`src/rtl/div11_pkg.sv`:
```
// div11_pkg: shared widths and the output-stage payload type for the divide-by-11 scheduler.
package div11_pkg;
  localparam int DIV11_X_W = 64;
  localparam int DIV11_Q_W = 61;
  localparam int DIV11_R_W = 4;
  localparam int DIV11_DIVISOR = 11;
  localparam int DIV11_ID_MAX_W = 4;
  typedef struct packed {
    logic [DIV11_ID_MAX_W-1:0] id;
    logic [DIV11_Q_W-1:0] q;
    logic [DIV11_R_W-1:0] r;
  } s2_pay_t;
endpackage

```
`src/rtl/div11_rr_sched_rr_arb.sv`:
```
// rr_arb: rotating-priority grant starting at ptr, ptr moves past each fired grant.
module rr_arb #(
  parameter int NREQ = 4,
  parameter int ID_W = 2
) (
  input  logic            clk,
  input  logic            rst_n,
  input  logic [NREQ-1:0] valid,
  input  logic            en,
  output logic [NREQ-1:0] gnt,
  output logic [ID_W-1:0] gnt_id,
  output logic            fire
);
  logic [ID_W-1:0] ptr;
  logic [ID_W-1:0] cand;
  logic            found;
  always_comb begin
    found = 1'b0;
    gnt_id = '0;
    cand = '0;
    for (int k = 0; k < NREQ; k++) begin
      cand = ID_W'((int'(ptr) + k) % NREQ);
      if (!found && valid[cand]) begin
        found = 1'b1;
        gnt_id = cand;
      end
    end
    fire = found & en;
    gnt = fire ? NREQ'(1) << gnt_id : '0;
  end
  always_ff @(posedge clk or negedge rst_n)
    if (!rst_n) ptr <= '0;
    else if (fire) ptr <= (gnt_id == ID_W'(NREQ - 1)) ? '0 : gnt_id + 1'b1;
endmodule

```
`src/rtl/div_64_11.sv`:
```
// div_64_11: combinational 64-bit divide-by-11 core (restoring long division, 4-bit remainder).
module div_64_11 (
  input  logic [64:1] x,
  output logic [61:1] q,
  output logic [4:1]  r
);
  logic [4:0] t;
  logic [4:0] d;
  always_comb begin
    q = '0;
    r = '0;
    t = '0;
    d = '0;
    // the top three dividend bits can never reach 11, so they only seed the remainder
    for (int i = 64; i >= 62; i--) begin
      t = {r, x[i]};
      d = t - 5'd11;
      r = (t >= 5'd11) ? d[3:0] : t[3:0];
    end
    for (int i = 61; i >= 1; i--) begin
      t = {r, x[i]};
      d = t - 5'd11;
      q[i] = t >= 5'd11;
      r = (t >= 5'd11) ? d[3:0] : t[3:0];
    end
  end
endmodule

```
`src/rtl/div11_rr_sched.sv`:
```
// div11_rr_sched: round-robin shared divide-by-11 with registered input and output stages.
// Optional DIV11_SELFCHECK_EN adds chk_err, flagging results where q*11+r != x or r > 10.
module div11_rr_sched
  import div11_pkg::*;
#(
  parameter int NREQ = 4,
  parameter int ID_W = 2
) (
  input  logic                 clk,
  input  logic                 rst_n,
  input  logic [NREQ-1:0]      req_valid,
  output logic [NREQ-1:0]      req_ready,
  input  logic [64*NREQ-1:0]   req_x,
  output logic                 resp_valid,
  input  logic                 resp_ready,
  output logic [ID_W-1:0]      resp_id,
  output logic [DIV11_Q_W-1:0] resp_q,
  output logic [DIV11_R_W-1:0] resp_r,
`ifdef DIV11_SELFCHECK_EN
  output logic                 chk_err,
`endif
  output logic                 busy
);
  logic                 s1_v, s2_v, s2_fire, s1_adv, s1_accept, fire;
  logic [DIV11_X_W-1:0] x_r;
  logic [ID_W-1:0]      id_r, gnt_id;
  logic [DIV11_Q_W-1:0] q;
  logic [DIV11_R_W-1:0] r;
  s2_pay_t              pay;
  assign s2_fire = s2_v & resp_ready;
  assign s1_adv = s1_v & (!s2_v | s2_fire);
  assign s1_accept = !s1_v | s1_adv;
  rr_arb #(.NREQ(NREQ), .ID_W(ID_W)) u_arb (
    .clk(clk), .rst_n(rst_n), .valid(req_valid), .en(s1_accept),
    .gnt(req_ready), .gnt_id(gnt_id), .fire(fire)
  );
  div_64_11 u_div (.x(x_r), .q(q), .r(r));
  always_ff @(posedge clk or negedge rst_n)
    if (!rst_n) begin
      s1_v <= 1'b0;
      x_r <= '0;
      id_r <= '0;
    end else if (fire) begin
      s1_v <= 1'b1;
      x_r <= req_x[DIV11_X_W*gnt_id +: DIV11_X_W];
      id_r <= gnt_id;
    end else if (s1_adv) s1_v <= 1'b0;
  always_ff @(posedge clk or negedge rst_n)
    if (!rst_n) begin
      s2_v <= 1'b0;
      pay <= '0;
    end else if (s1_adv) begin
      s2_v <= 1'b1;
      pay <= '{id: DIV11_ID_MAX_W'(id_r), q: q, r: r};
    end else if (s2_fire) s2_v <= 1'b0;
`ifdef DIV11_SELFCHECK_EN
  logic [DIV11_X_W:0] prod;
  assign prod = ({4'b0, q} << 3) + ({4'b0, q} << 1) + {4'b0, q} + 65'(r);
  always_ff @(posedge clk or negedge rst_n)
    if (!rst_n) chk_err <= 1'b0;
    else if (s1_adv) chk_err <= (prod != {1'b0, x_r}) || (r > 4'(DIV11_DIVISOR - 1));
`endif
  assign resp_valid = s2_v;
  assign resp_id = ID_W'(pay.id);
  assign resp_q = pay.q;
  assign resp_r = pay.r;
  assign busy = s1_v | s2_v;
endmodule

```
`config.mk`:
```
export PLATFORM = sky130hd
export DESIGN_NAME = div11_rr_sched
export DESIGN_NICKNAME = d
export VERILOG_FILES = /design/src/rtl/div11_pkg.sv /design/src/rtl/div11_rr_sched_rr_arb.sv /design/src/rtl/div_64_11.sv /design/src/rtl/div11_rr_sched.sv
export SDC_FILE = /design/constraint.sdc
export NUM_CORES = 1
export LEC_CHECK = 0
export ABC_AREA = 1
export BUFFER_PORTS_ARGS = -buffer_cell sky130_fd_sc_hd__buf_2
export CORE_UTILIZATION = 30
export CTS_BUF_LIST = sky130_fd_sc_hd__clkbuf_8
export DETAILED_ROUTE_END_ITERATION = 16
export PLACE_DENSITY = 0.53
export SLEW_MARGIN = 5
export SYNTH_ARGS = -nofsm -noshare
export SYNTH_HDL_FRONTEND = slang
export SYNTH_SLANG_ARGS = --single-unit
export TNS_END_PERCENT = 100
```
`constraint.sdc`:
```
create_clock -name clk -period 36 [get_ports clk]
set_clock_uncertainty 0.15 [all_clocks]
set_input_delay 7.2 -clock clk [delete_from_list [all_inputs] [get_ports clk]]
set_output_delay 7.2 -clock clk [all_outputs]
set_load 0.01 [all_outputs]
```
Yosys cells after proc, flatten, opt, wreduce, memory -nomap -nowiden. Index checks and enable logic that the tools add are counted.

Register bits: 137. Word-level logic and storage cells: 240.

Multiplexer cells: 83. Eq/ne operators: 1. Bitwise operators: 6. Add/sub/neg operators: 65. Shifts and indexed selects: 2. Order comparisons: 65. Reductions and logical operators: 10.

Operators by type and width (number): 5-bit by 4-bit >= comparator with 1-bit output, second input constant (60); 256-bit by 9-bit indexed part select with 64-bit output (1); 4-bit 2-to-1 mux (62); 4-bit subtractor, second input constant (61); 2-bit by 3-bit < comparator with 1-bit output, second input constant (4); 1-bit 2-to-1 mux (12); 2-bit 2-to-1 mux (5); 1-bit binary-select mux with 2-bit select (4); 1-bit logical NOT (5); 2-bit by 1-bit adder with 2-bit output, second input constant (2); 2-bit adder, second input constant (2); 4-bit >= comparator, second input constant (1); 2-bit nonzero test (2); 1-bit by 2-bit left shift with 4-bit output, first input constant (1); 1-bit bitwise AND (3); 1-bit logical AND (3); 1-bit OR (3); 2-bit == test, second input constant (1).

Depth between registers and ports, before layout. Gate-level depths: netlist of run 1.

Word-level depth: 122. Depth in mapped cells: 485. Depth with buffers taken out: 485.

Modules after synthesis. Synthesis of run 1 repeated with hierarchy kept, for this count alone.

Cell total of the unflattened synthesis: 2648. Area total of the unflattened synthesis: 17369.2 sq um.

Modules (own cells, without submodules): div_64_11 (cells each 1494, times used 1, sequential area each 0.0 sq um, area an instance 9381.5 sq um); div11_rr_sched (cells each 1069, times used 1, sequential area each 3378.2 sq um, area an instance 7527.2 sq um); rr_arb (cells each 85, times used 1, sequential area each 50.0 sq um, area an instance 460.4 sq um).

Worst setup path before layout of run 1. No wires, ideal clock.

Kind: flip-flop to flip-flop. Start: reg x_r[60]. End: reg pay, in the netlist resp_r[2]. Required time: 35.734 ns. Data arrival time: 39.395 ns. Stages on the path, launching flop included: 458. Path slack: -3.662 ns. Path through: dfrtp_1 -> ha_1 -> o21ai_1 -> nand2_1 -> nand2_1 -> inv_1 -> ha_1 -> inv_1 -> nand3_1 -> nand2_2 -> nand3_1 -> nand2_1 -> inv_1 -> ha_1 -> inv_1 -> nand3_1 -> nand2_2 -> nand2_2 -> (+422 left out) -> nand2_1 -> inv_1 -> ha_1 -> inv_1 -> nand3_2 -> nand2_4 -> nand3_1 -> nand2_1 -> inv_1 -> ha_1 -> inv_1 -> nand3_2 -> nand2_4 -> nand2_2 -> nand2_1 -> nand2_1 -> nand2_1 -> nand2_1.

Longest elaborated chain between the ends: 122.

RTL lines: from (decl) (line div11_rr_sched.sv:25) `logic [DIV11_X_W-1:0] x_r;`; from (signal assigned) (line div11_rr_sched.sv:45) `x_r <= req_x[DIV11_X_W*gnt_id +: DIV11_X_W];`; 4-bit subtractor / 4-bit >= comparator (equally long branches) (line div_64_11.sv:22, div_64_11.sv:24); 4-bit 2-to-1 mux (*) (line div_64_11.sv:24) `r = (t >= 5'd11) ? d[3:0] : t[3:0];`; 4-bit subtractor / 5-bit by 4-bit >= comparator with 1-bit output (equally long branches) (line div_64_11.sv:22, div_64_11.sv:24); 4-bit 2-to-1 mux (*) (line div_64_11.sv:24); 4-bit subtractor / 5-bit by 4-bit >= comparator with 1-bit output (equally long branches) (line div_64_11.sv:22, div_64_11.sv:24); 4-bit 2-to-1 mux (*) (line div_64_11.sv:24); 4-bit subtractor / 5-bit by 4-bit >= comparator with 1-bit output (equally long branches) (line div_64_11.sv:22, div_64_11.sv:24); 4-bit 2-to-1 mux (*) (line div_64_11.sv:24); (+106 left out); 4-bit subtractor / 5-bit by 4-bit >= comparator with 1-bit output (equally long branches) (line div_64_11.sv:22, div_64_11.sv:24); 4-bit 2-to-1 mux (*) (line div_64_11.sv:24); 4-bit subtractor / 5-bit by 4-bit >= comparator with 1-bit output (equally long branches) (line div_64_11.sv:22, div_64_11.sv:24); 4-bit 2-to-1 mux (*) (line div_64_11.sv:24); 5-bit by 4-bit >= comparator with 1-bit output / 4-bit subtractor (equally long branches) (line div_64_11.sv:24, div_64_11.sv:22); 4-bit 2-to-1 mux (*) (line div_64_11.sv:24); 4-bit subtractor / 5-bit by 4-bit >= comparator with 1-bit output (equally long branches) (line div_64_11.sv:22, div_64_11.sv:24); 4-bit 2-to-1 mux (*) (line div_64_11.sv:24); to (signal assigned) (line div11_rr_sched.sv:54) `pay <= '{id: DIV11_ID_MAX_W'(id_r), q: q, r: r};`; to (decl) (line div11_rr_sched.sv:29) `s2_pay_t pay;`.

Mark *: on every way between the ends. The rest lies on a longest branch, timed or not. A chain may end at the register's enable or synchronous reset.

Worst setup path after layout of run 1.
Start: reg x_r[60]. End: reg pay, in the netlist resp_q[0].

Longest elaborated chain between the ends: 121.

RTL lines: 4-bit subtractor / 4-bit >= comparator (equally long branches) (line div_64_11.sv:22, div_64_11.sv:24); 4-bit 2-to-1 mux (*) (line div_64_11.sv:24); 4-bit subtractor / 5-bit by 4-bit >= comparator with 1-bit output (equally long branches) (line div_64_11.sv:22, div_64_11.sv:24); 4-bit 2-to-1 mux (*) (line div_64_11.sv:24); 4-bit subtractor / 5-bit by 4-bit >= comparator with 1-bit output (equally long branches) (line div_64_11.sv:22, div_64_11.sv:24); 4-bit 2-to-1 mux (*) (line div_64_11.sv:24); 4-bit subtractor / 5-bit by 4-bit >= comparator with 1-bit output (equally long branches) (line div_64_11.sv:22, div_64_11.sv:24); 4-bit 2-to-1 mux (*) (line div_64_11.sv:24); (+105 left out); 4-bit 2-to-1 mux (*) (line div_64_11.sv:24); 4-bit subtractor / 5-bit by 4-bit >= comparator with 1-bit output (equally long branches) (line div_64_11.sv:22, div_64_11.sv:24); 4-bit 2-to-1 mux (*) (line div_64_11.sv:24); 4-bit subtractor / 5-bit by 4-bit >= comparator with 1-bit output (equally long branches) (line div_64_11.sv:22, div_64_11.sv:24); 4-bit 2-to-1 mux (*) (line div_64_11.sv:24); 4-bit subtractor / 5-bit by 4-bit >= comparator with 1-bit output (equally long branches) (line div_64_11.sv:22, div_64_11.sv:24); 4-bit 2-to-1 mux (*) (line div_64_11.sv:24); 5-bit by 4-bit >= comparator with 1-bit output (*) (line div_64_11.sv:23) `q[i] = t >= 5'd11;`.

Marks and branches as above.

==> out/qor.yml, run 1 <==
grt-ovfl-total: 0
critPathKind: "reg -> reg"
cpPeakStageDelay_ns: 0.40
fillers: 4631
multi_input_area_sq_mm: 0.0124
gp_congestion: 0.842
maxCapViolCount: 0
port_buffers: 335
grt_setup_unrepaired: "true"
dp_hpwl_mm: 39.5
clk_pin_slew_ns: 0.09
min_period_ns: 37.76
ctsHtreeMaxLevel: 4
yosys.area.top_type: "dfrtp_1"
worstSetupStartpointType: "flop"
reg2reg_slack_ns: -1.76
slew_headroom: 0.223
required_ns: 36.25
worst_pin_slew_ns: 1.16
yosysMostFrequentCell: "inv_1"
ys_top_cells_by_area: "dfrtp_1 (23%), nand3_1 (9.3%), inv_1 (8.7%)"
finalCritPeriodShare: 1.05
wl_per_cell_microns: 13.9
synth.avg_cell_area_sq_um: 6.62
violations: "setup timing"
path_buf_inv: 125
synthCells: 2282
grt_pass1_vias: 18891
netlist_area_sq_mm: 0.0151
hold_viol: 0
cts_tree: "built"
yosysWarnings: 0
drive_above_1_share: 0.599
die_x_microns: 226
final_max_slew_viol_count: 0
yosysTopAreaCellShare: 0.227
synthFlopType: "dfrtp_1"
yosys.cell_types.count: 42
core_sq_mm: 0.0493
fin_nets: 3698
ys_ff_latch: 137
grt_antenna_before_repair: 1
arrival_ns: 38.00
cts_root_buf: "clkbuf_8"
hold_buffers: 0
syn_nets: 2610
cp_top_family: "simple AND/OR/NAND/NOR gates"
track_usage: 0.214
insertion_delay_ns: 0.55
area_growth_pct: 75.8
clk_path_buf_depth: 2
rows: 81
hold_class: "reg -> reg"
regArea_sq_mm: 0.00343
die_area_sq_mm: 0.0513
grt_max_degree: 74
fin_util: 0.539
setup_ws_ns: -1.76
ys_seq_area_frac: 0.227
die_y_microns: 226
end_kind: "flop"
ios: 336
status: "finished with violations"
wl_mm: 56.1
initial_core_util: 0.307
grt_pass1_wl_mm: 88.1
max_freq_mhz: 26.5
clkSinkCount: 137
place_ws_ns: -3.25
ant_nets: 0
cp_max_fo: 5
cp_slowest_cell: "dfrtp_1"
firstDrtPassIters: 4
hold_ws_ns: 0.332
critPathMostFrequentCell: "nand2_4"
synth_edf_count: 0
synthArstFlopShare: 1.00
finalSetupViolCount: 7
avgViaCountPerCell: 4.69
synth_top_cells_by_count: "inv_1 (350), nand2_1 (327), nand3_1 (281)"
first_iter_violations: 608
diodes: 0
drc: 0
vias: 18969
cts_inserted_buffers: 17
==> cell families (layout without fill, tap and decap cells) <==
group                    Yosys count  in the layout  synth area share
AND/OR/NAND/NOR                 1187           1187             0.403
XOR/XNOR                          18             18            0.0134
adder cells (fa/ha/maj)           65             65            0.0538
AO/OA/AOI/OAI                    388            388             0.165
flip-flops                       137            137             0.227
multiplexers                      16             16            0.0106
buffers and inverters            471           1572             0.127
==> state kept, by name, indices dropped and copies added, names as in the netlist <==
| signal | flops |
|---|---|
| id_r | 2 |
| s1_v | 1 |
| resp_q | 61 |
| resp_valid | 1 |
| u_arb.ptr | 2 |
| resp_r | 4 |
| resp_id | 2 |
| x_r | 64 |
==> worst paths after layout <==
check / cells after the start / from / endpoint
worst min register to register: 2 / id_r[0] / resp_id[0]
worst max register to register: 438 / x_r[60] / resp_q[0]
worst max-delay path: 438 / x_r[60] / resp_q[0]
min in group asynchronous: 1 / rst_n / x_r[0]
worst min-delay path: 2 / id_r[0] / resp_id[0]
max in group asynchronous: 2 / rst_n / resp_q[27]
==> worst min-delay path, cell delays in order, from the launching register on <==
cell and delay [ns]:
dfrtp_1 0.35, nand2_1 0.05, nand2_1 0.05
==> placed cells by master, fill, tap and decap left out, types with 104 or more instances in the layout <==
master,n
nand2_4,152
inv_2,138
nand2_1,205
nor2_1,226
inv_1,222
nand3_2,104
dfrtp_1,137
nand3_1,168
nand2_2,202
buf_4,792
buf_2,334
==> final cells by class <==
| class | instances | area share |
|---|---|---|
| Tap cell | 664 | 0.0313 |
| Multi-Input combinational cell | 1674 | 0.467 |
| Clock inverter | 13 | 0.00711 |
| Inverter | 402 | 0.0633 |
| Timing Repair Buffer | 1138 | 0.292 |
| Clock buffer | 19 | 0.00985 |
| Sequential cell | 137 | 0.129 |
==> what timing repair did <==
| item | in CTS | in global routing |
|---|---|---|
| endpoints found under the setup margin | 10 | 13 |
| resized for setup | 255 | 191 |
| buffers inserted | 229 | 58 |
| pin swaps | 173 | 174 |
==> metrics by stage <==
stage,cells,setup TNS [ns],area [sq um]
6_report,4047,-10.40,26600
5_1_grt,4047,-36.47,26600
4_1_cts,3992,-6.05,25200
3_5_place_dp,3731,-22.26,22000
3_3_place_gp,3731,-13.55,22000
2_1_floorplan,2282,-9.11,15800
==> routing by layer <==
metal	track usage	vias up	part of all wire
met5	0	-	0.00027
met1	0.242	8920	0.42
met2	0.403	288	0.52
li1	-	9693	-
met3	0.0346	66	0.034
met4	0.0697	2	0.022
Power of run 1 is left out: the tool's default activity adds up to more than one toggle a clock period on the data nets, which glitch-free logic cannot reach.
==> run 2, diff against run 1 <==
- PLACE_DENSITY: 0.53 -> default
- PLACE_DENSITY_LB_ADDON: default -> 0.12
==> run 2 against run 1 <==
Against the previous run: first-iteration DRC count rose by 6.9%; critical path depth rose by 11; via count fell by 0.36%; maximum frequency rose by 0.21%; critical endpoint is now resp_r[2]; the flow still finishes with violations (setup timing); routed wire length rose by 2.3%; global-route usage rose by 0.66 points; register-to-register slack improved by 0.08 ns; die area did not move; non-clock buffer count rose by 25; largest cell class unchanged; worst setup slack improved by 0.079 ns.
==> out/qor.yml, run 2 (synthesized netlist as in run 1, its figures left out) <==
status: "finished with violations"
violations: "setup timing"
cpPeakStageDelay_ns: 0.43  # +0.03 ns
max_freq_mhz: 26.5  # +0.21%
track_usage: 0.221  # +0.00662
arrival_ns: 37.98  # -0.02 ns
final_max_slew_viol_count: 0  # unchanged
hold_class: "reg -> reg"
die_area_sq_mm: 0.0513  # unchanged
grt_antenna_before_repair: 2  # +1
endpoint: "resp_r[2]"
fin_nets: 3723  # +0.68%
port_buffers: 335  # unchanged
grt_setup_unrepaired: "true"
worst_pin_slew_ns: 0.873  # -0.290 ns
vias: 18901  # -0.36%
ant_nets: 0  # unchanged
cts_tree: "built"
clkSinkCount: 137  # unchanged
setup_ws_ns: -1.68  # +0.0786 ns
avgViaCountPerCell: 4.64  # -0.99%
worstSetupStartpointType: "flop"
reg2reg_from: "x_r[60]"
drc: 0  # unchanged
reg2reg_slack_ns: -1.68  # +0.08 ns
min_period_ns: 37.68  # -0.0786 ns
slew_headroom: 0.418  # +0.195
wl_per_cell_microns: 14.1  # +1.7%
grt_pass1_vias: 18841  # -0.26%
cts_root_buf: "clkbuf_8"
insertion_delay_ns: 0.56  # about the same
hold_buffers: 0  # unchanged
maxCapViolCount: 0  # unchanged
gp_congestion: 0.832  # -1.2%
grt_max_degree: 78  # +5.4%
area_growth_pct: 75.5
firstDrtPassIters: 6  # +2
ctsHtreeMaxLevel: 4  # unchanged
core_sq_mm: 0.0493  # unchanged
regMostFlops: "x_r"
finalCritPeriodShare: 1.05  # -0.00218
rows: 81  # unchanged
drive_above_1_share: 0.601  # +0.00177
initial_core_util: 0.307  # unchanged
largest_reg_flops: 64  # unchanged
r2r-end: "resp_r[2]"
die_y_microns: 226  # unchanged
die_x_microns: 226  # unchanged
tns_ns: -9.80  # +0.594 ns
critPathMostFrequentCell: "nand2_2"
wl_mm: 57.4  # +2.3%
cts_inserted_buffers: 17  # unchanged
cp_max_fo: 5  # unchanged
finalSetupViolCount: 7  # unchanged
required_ns: 36.30  # +0.05 ns
dp_hpwl_mm: 40.7  # +3.0%
cp_slowest_cell: "dfrtp_1"
critPathKind: "reg -> reg"
end_kind: "flop"
grt_pass1_wl_mm: 89.7  # +1.8%
hold_viol: 0  # unchanged
layout_common_cells: "buf_4 (821), buf_2 (334), inv_1 (227)"
worstRegToRegCells: 449  # +2.5%
critPathLaunch: "x_r[60]"
hold_ws_ns: 0.325  # -0.00684 ns
ios: 336  # unchanged
grt-ovfl-total: 0  # unchanged
first_iter_violations: 650  # +6.9%
final_common_cell: "buf_4"
clk_pin_slew_ns: 0.08  # about the same
clk_path_buf_depth: 2  # unchanged
[run 2: changes by cell type in the layout (fill, tap and decap cells not counted), moves of 3 or more]
cell	previous run	this run
buf_4	792	821
buf_6	12	8
clkbuf_8	19	22
inv_1	222	227
inv_2	138	146
inv_4	29	18
inv_6	3	0
nand2_2	202	226
nand2_4	152	127
nand3_1	168	162
nand3_2	104	116
nand3_4	46	40
o21ai_1	43	47
o21ai_2	36	33
[run 2: how the worst min path moves through the flow]
stage	startpoint	to	slack, ns	cells after the start
after CTS	id_r[0]	resp_id[0]	0.33	2
final	id_r[0]	resp_id[0]	0.33	2
after floorplan	id_r[0]	resp_id[0]	0.29	2
after global placement	id_r[0]	resp_id[0]	0.30	2
after global routing	resp_q[29]	resp_q[29]	0.37	2
after detailed placement	id_r[0]	resp_id[0]	0.31	2
[run 2: metrics by stage]
step                      std cells  instance area (sq um)  utilization  setup WS (ns)
final                          4073                  26500        0.538          -1.68
after global routing           4073                  26500        0.538          -4.53
after CTS                      4025                  25500        0.519          -1.07
after detailed placement       3740                  22100        0.448          -3.43
after global placement         3740                  22100        0.448          -2.39
after floorplan                2282                  15800            -          -1.68
[run 2: final cells by class]
class                   count  area (sq um)
clock buffers              22           303
inverters                 402          1650
fillers                  4690         22700
well taps                 664           831
diodes                      1          2.50
flip-flops and latches    137          3430
multi-input cells        1674         12300
clock inverters            10           100
repair buffers           1163          7930
[run 2: worst max-delay path, delay by kind of cell (launching register included)]
family                     cells  cell delay, ns
AOI/OAI and AO/OA              2            0.15
adders and majority gates     52            7.52
buffers and inverters        125            7.84
DFF                            1            0.43
and+or+nand+nor              270           21.26
[run 2: routing by layer]
| metal | track usage | wire length, microns |
|---|---|---|
| met2 | 0.399 | 29400 |
| met3 | 0.0380 | 1890 |
| met4 | 0.0772 | 1470 |
| met1 | 0.260 | 24700 |
| met5 | 0 | 0 |
[run 2: repair_timing]
action / in CTS / in global routing
pin swaps: 164 / 175
gates resized for setup: 282 / 120
setup endpoints to repair: 10 / 12
buffers inserted: 254 / 52
Power of run 2 is left out for the same reason.
==> run 3, diff against run 2 <==
- SYNTH_HIERARCHICAL: default -> 1
==> run 3 against run 2 <==
Against the previous run: the run still ends with setup timing left; worst setup slack better by 0.44 ns; first-iteration DRC count down 12%; global-route usage decreased by 2.6 points; via count increased by 3.4%; synthesized cell count rose by 16%; cell count increased by 8.1%; maximum frequency increased by 1.2%; critical path type unchanged; highest routed layer is now met5.
==> out/qor.yml, run 3 <==
yosysTopAreaCellShare: 0.197  # -0.0296
end_kind: "flop"
final_common_cell: "buf_4"
firstDrtPassIters: 5  # -1
die_area_sq_mm: 0.0589  # +15%
fin_util: 0.494  # -0.0439
cpPeakStageDelay_ns: 0.43  # about the same
slew_headroom: 0.298  # -0.121
syn_nets: 2976  # +14%
whs_path_depth: 2  # unchanged
route.met2.wl_mm: 29.9  # +2.0%
clk_path_buf_depth: 2  # unchanged
yosysWarnings: 6  # +6
synth_edf_count: 0  # unchanged
initial_core_util: 0.306  # -0.000984
ant_nets: 0  # unchanged
synthArstFlopShare: 1.00  # unchanged
synthCells: 2648  # +16%
yosys.area.top_type: "dfrtp_1"
drive_above_1_share: 0.551  # -0.0500
dp_hpwl_mm: 41.6  # +2.2%
ys_ff_latch: 137  # unchanged
vias: 19538  # +3.4%
top_layer_used: "met5"
track_usage: 0.194  # -0.0262
synth.avg_cell_area_sq_um: 6.56  # -0.90%
insertion_delay_ns: 0.57  # about the same
critPathKind: "reg -> reg"
ctsHtreeMaxLevel: 4  # unchanged
wl_met3_mm: 1.86  # -1.8%
gp_congestion: 0.851  # +2.3%
clkSinkCount: 137  # unchanged
min_period_ns: 37.24  # -0.439 ns
finalCritPeriodShare: 1.03  # -0.0122
final_max_slew_viol_count: 0  # unchanged
ios: 336  # unchanged
synthFlopType: "dfrtp_1"
drc: 0  # unchanged
worstSetupStartpointType: "flop"
cp_top_family: "simple AND/OR/NAND/NOR gates"
max_freq_mhz: 26.9  # +1.2%
synth_top_cells_by_count: "nand2_1 (755), inv_1 (439), nand3_1 (339)"
yosys.cell_types.count: 43  # +2.4%
rows: 87  # +7.4%
reg2reg_slack_ns: -1.24  # +0.44 ns
netlist_area_sq_mm: 0.0174  # +15%
grt_pass1_vias: 19420  # +3.1%
ys_seq_area_frac: 0.197  # -0.0296
hold_class: "reg -> reg"
layout_common_cells: "buf_4 (690), nand2_1 (644), buf_2 (334)"
regArea_sq_mm: 0.00343  # unchanged
worst_pin_slew_ns: 1.05  # +0.181 ns
path_buf_inv: 117  # -6.4%
ys_top_cells_by_area: "dfrtp_1 (20%), nand2_1 (16%), nand3_1 (9.8%)"
cp_slowest_cell: "dfrtp_1"
worstHoldStart: "resp_q[24]"
cts_inserted_buffers: 17  # unchanged
wl_met1_mm: 24.8  # +0.53%
core_sq_mm: 0.0568  # +15%
first_iter_violations: 570  # -12%
diodes: 0  # -1
grt-ovfl-total: 0  # unchanged
die_x_microns: 243  # +7.2%
worstRegToRegCells: 472  # +5.1%
grt_max_degree: 101  # +29%
arrival_ns: 37.56  # -0.42 ns
clk_pin_slew_ns: 0.09  # about the same
min_to: "resp_q[24]"
critPathMostFrequentCell: "nand2_4"
setup_ws_ns: -1.24  # +0.439 ns
die_y_microns: 243  # +7.2%
grt_pass1_wl_mm: 92.9  # +3.5%
grt_antenna_before_repair: 3  # +1
status: "finished with violations"
finalSetupViolCount: 6  # -1
reg2reg_from: "x_r[60]"
fillers: 5643  # +20%
port_buffers: 335  # unchanged
largest_reg_flops: 64  # unchanged
cp_max_fo: 6  # +1
regMostFlops: "x_r"
cts_root_buf: "clkbuf_8"
violations: "setup timing"
grt_setup_unrepaired: "true"
fin_nets: 3961  # +6.4%
area_growth_pct: 61.7
r2r-end: "resp_r[2]"
wl_per_cell_microns: 13.2  # -6.5%
required_ns: 36.32  # +0.02 ns
yosysMostFrequentCell: "nand2_1"
maxCapViolCount: 0  # unchanged
avgViaCountPerCell: 4.44  # -4.3%
multi_input_area_sq_mm: 0.0138  # +12%
cts_tree: "built"
wl_mm: 58.0  # +1.0%
hold_viol: 0  # unchanged
-- run 3: cells by family (layout without fill, tap and decap cells) --
family / after synthesis / in the layout / synth area share
simple gates: 1652 / 1652 / 0.502
buf+inv: 589 / 1586 / 0.164
compound gates: 189 / 189 / 0.0766
flops: 137 / 137 / 0.197
fa+ha+maj: 65 / 65 / 0.0468
xor+xnor: 16 / 16 / 0.0135
-- run 3: how the worst max path moves through the flow --
stage                       start         to  slack [ns]  cells after the start
after floorplan           x_r[60]  resp_r[0]       -1.50                    482
after global placement    x_r[61]  resp_r[0]       -1.81                    462
after detailed placement  x_r[61]  resp_r[1]       -2.89                    460
after CTS                 x_r[61]  resp_r[2]       -0.82                    444
after global routing      x_r[61]  resp_r[1]       -3.90                    478
final                     x_r[60]  resp_r[2]       -1.24                    472
-- run 3: cell type report --
cell class	instances	share of cell area
Sequential cell	137	0.122
Multi-Input combinational cell	1922	0.490
Tap cell	756	0.0337
Timing Repair Buffer	1033	0.249
Clock buffer	19	0.00931
Clock inverter	12	0.00624
Inverter	522	0.0899
-- run 3: repair_timing --
action / in CTS / in global routing
endpoints found under the setup margin: 9 / 11
pin swaps: 173 / 187
setup buffers: 160 / 52
resized for setup: 195 / 211
hold buffers: 0 / 0
-- run 3: stage by stage --
| stage | instance area, sq um | hold WS, ns | std cells | TNS (ns) | setup slack (ns) |
|---|---|---|---|---|---|
| 2_1_floorplan | 18200 | 0.338 | 2648 | -8.02 | -1.50 |
| 3_3_place_gp | 24100 | 0.312 | 4161 | -10.30 | -1.81 |
| 3_5_place_dp | 24100 | 0.312 | 4161 | -19.24 | -2.89 |
| 4_1_cts | 26600 | 0.335 | 4351 | -4.17 | -0.821 |
| 5_1_grt | 28100 | 0.353 | 4401 | -28.42 | -3.90 |
| 6_report | 28100 | 0.328 | 4401 | -6.56 | -1.24 |
-- run 3: per-layer routing --
metal | global-route usage | vias up
met1 | 0.228 | 9056
met5 | 0 | -
met2 | 0.353 | 274
met4 | 0.0640 | 4
li1 | - | 10138
met3 | 0.0357 | 66
-- run 3: worst min-delay path: cells and delay by family, from the launching register on --
family        cells  cell delay (ns)
flops             1             0.35
simple gates      2             0.10
Power of run 3 is left out for the same reason.
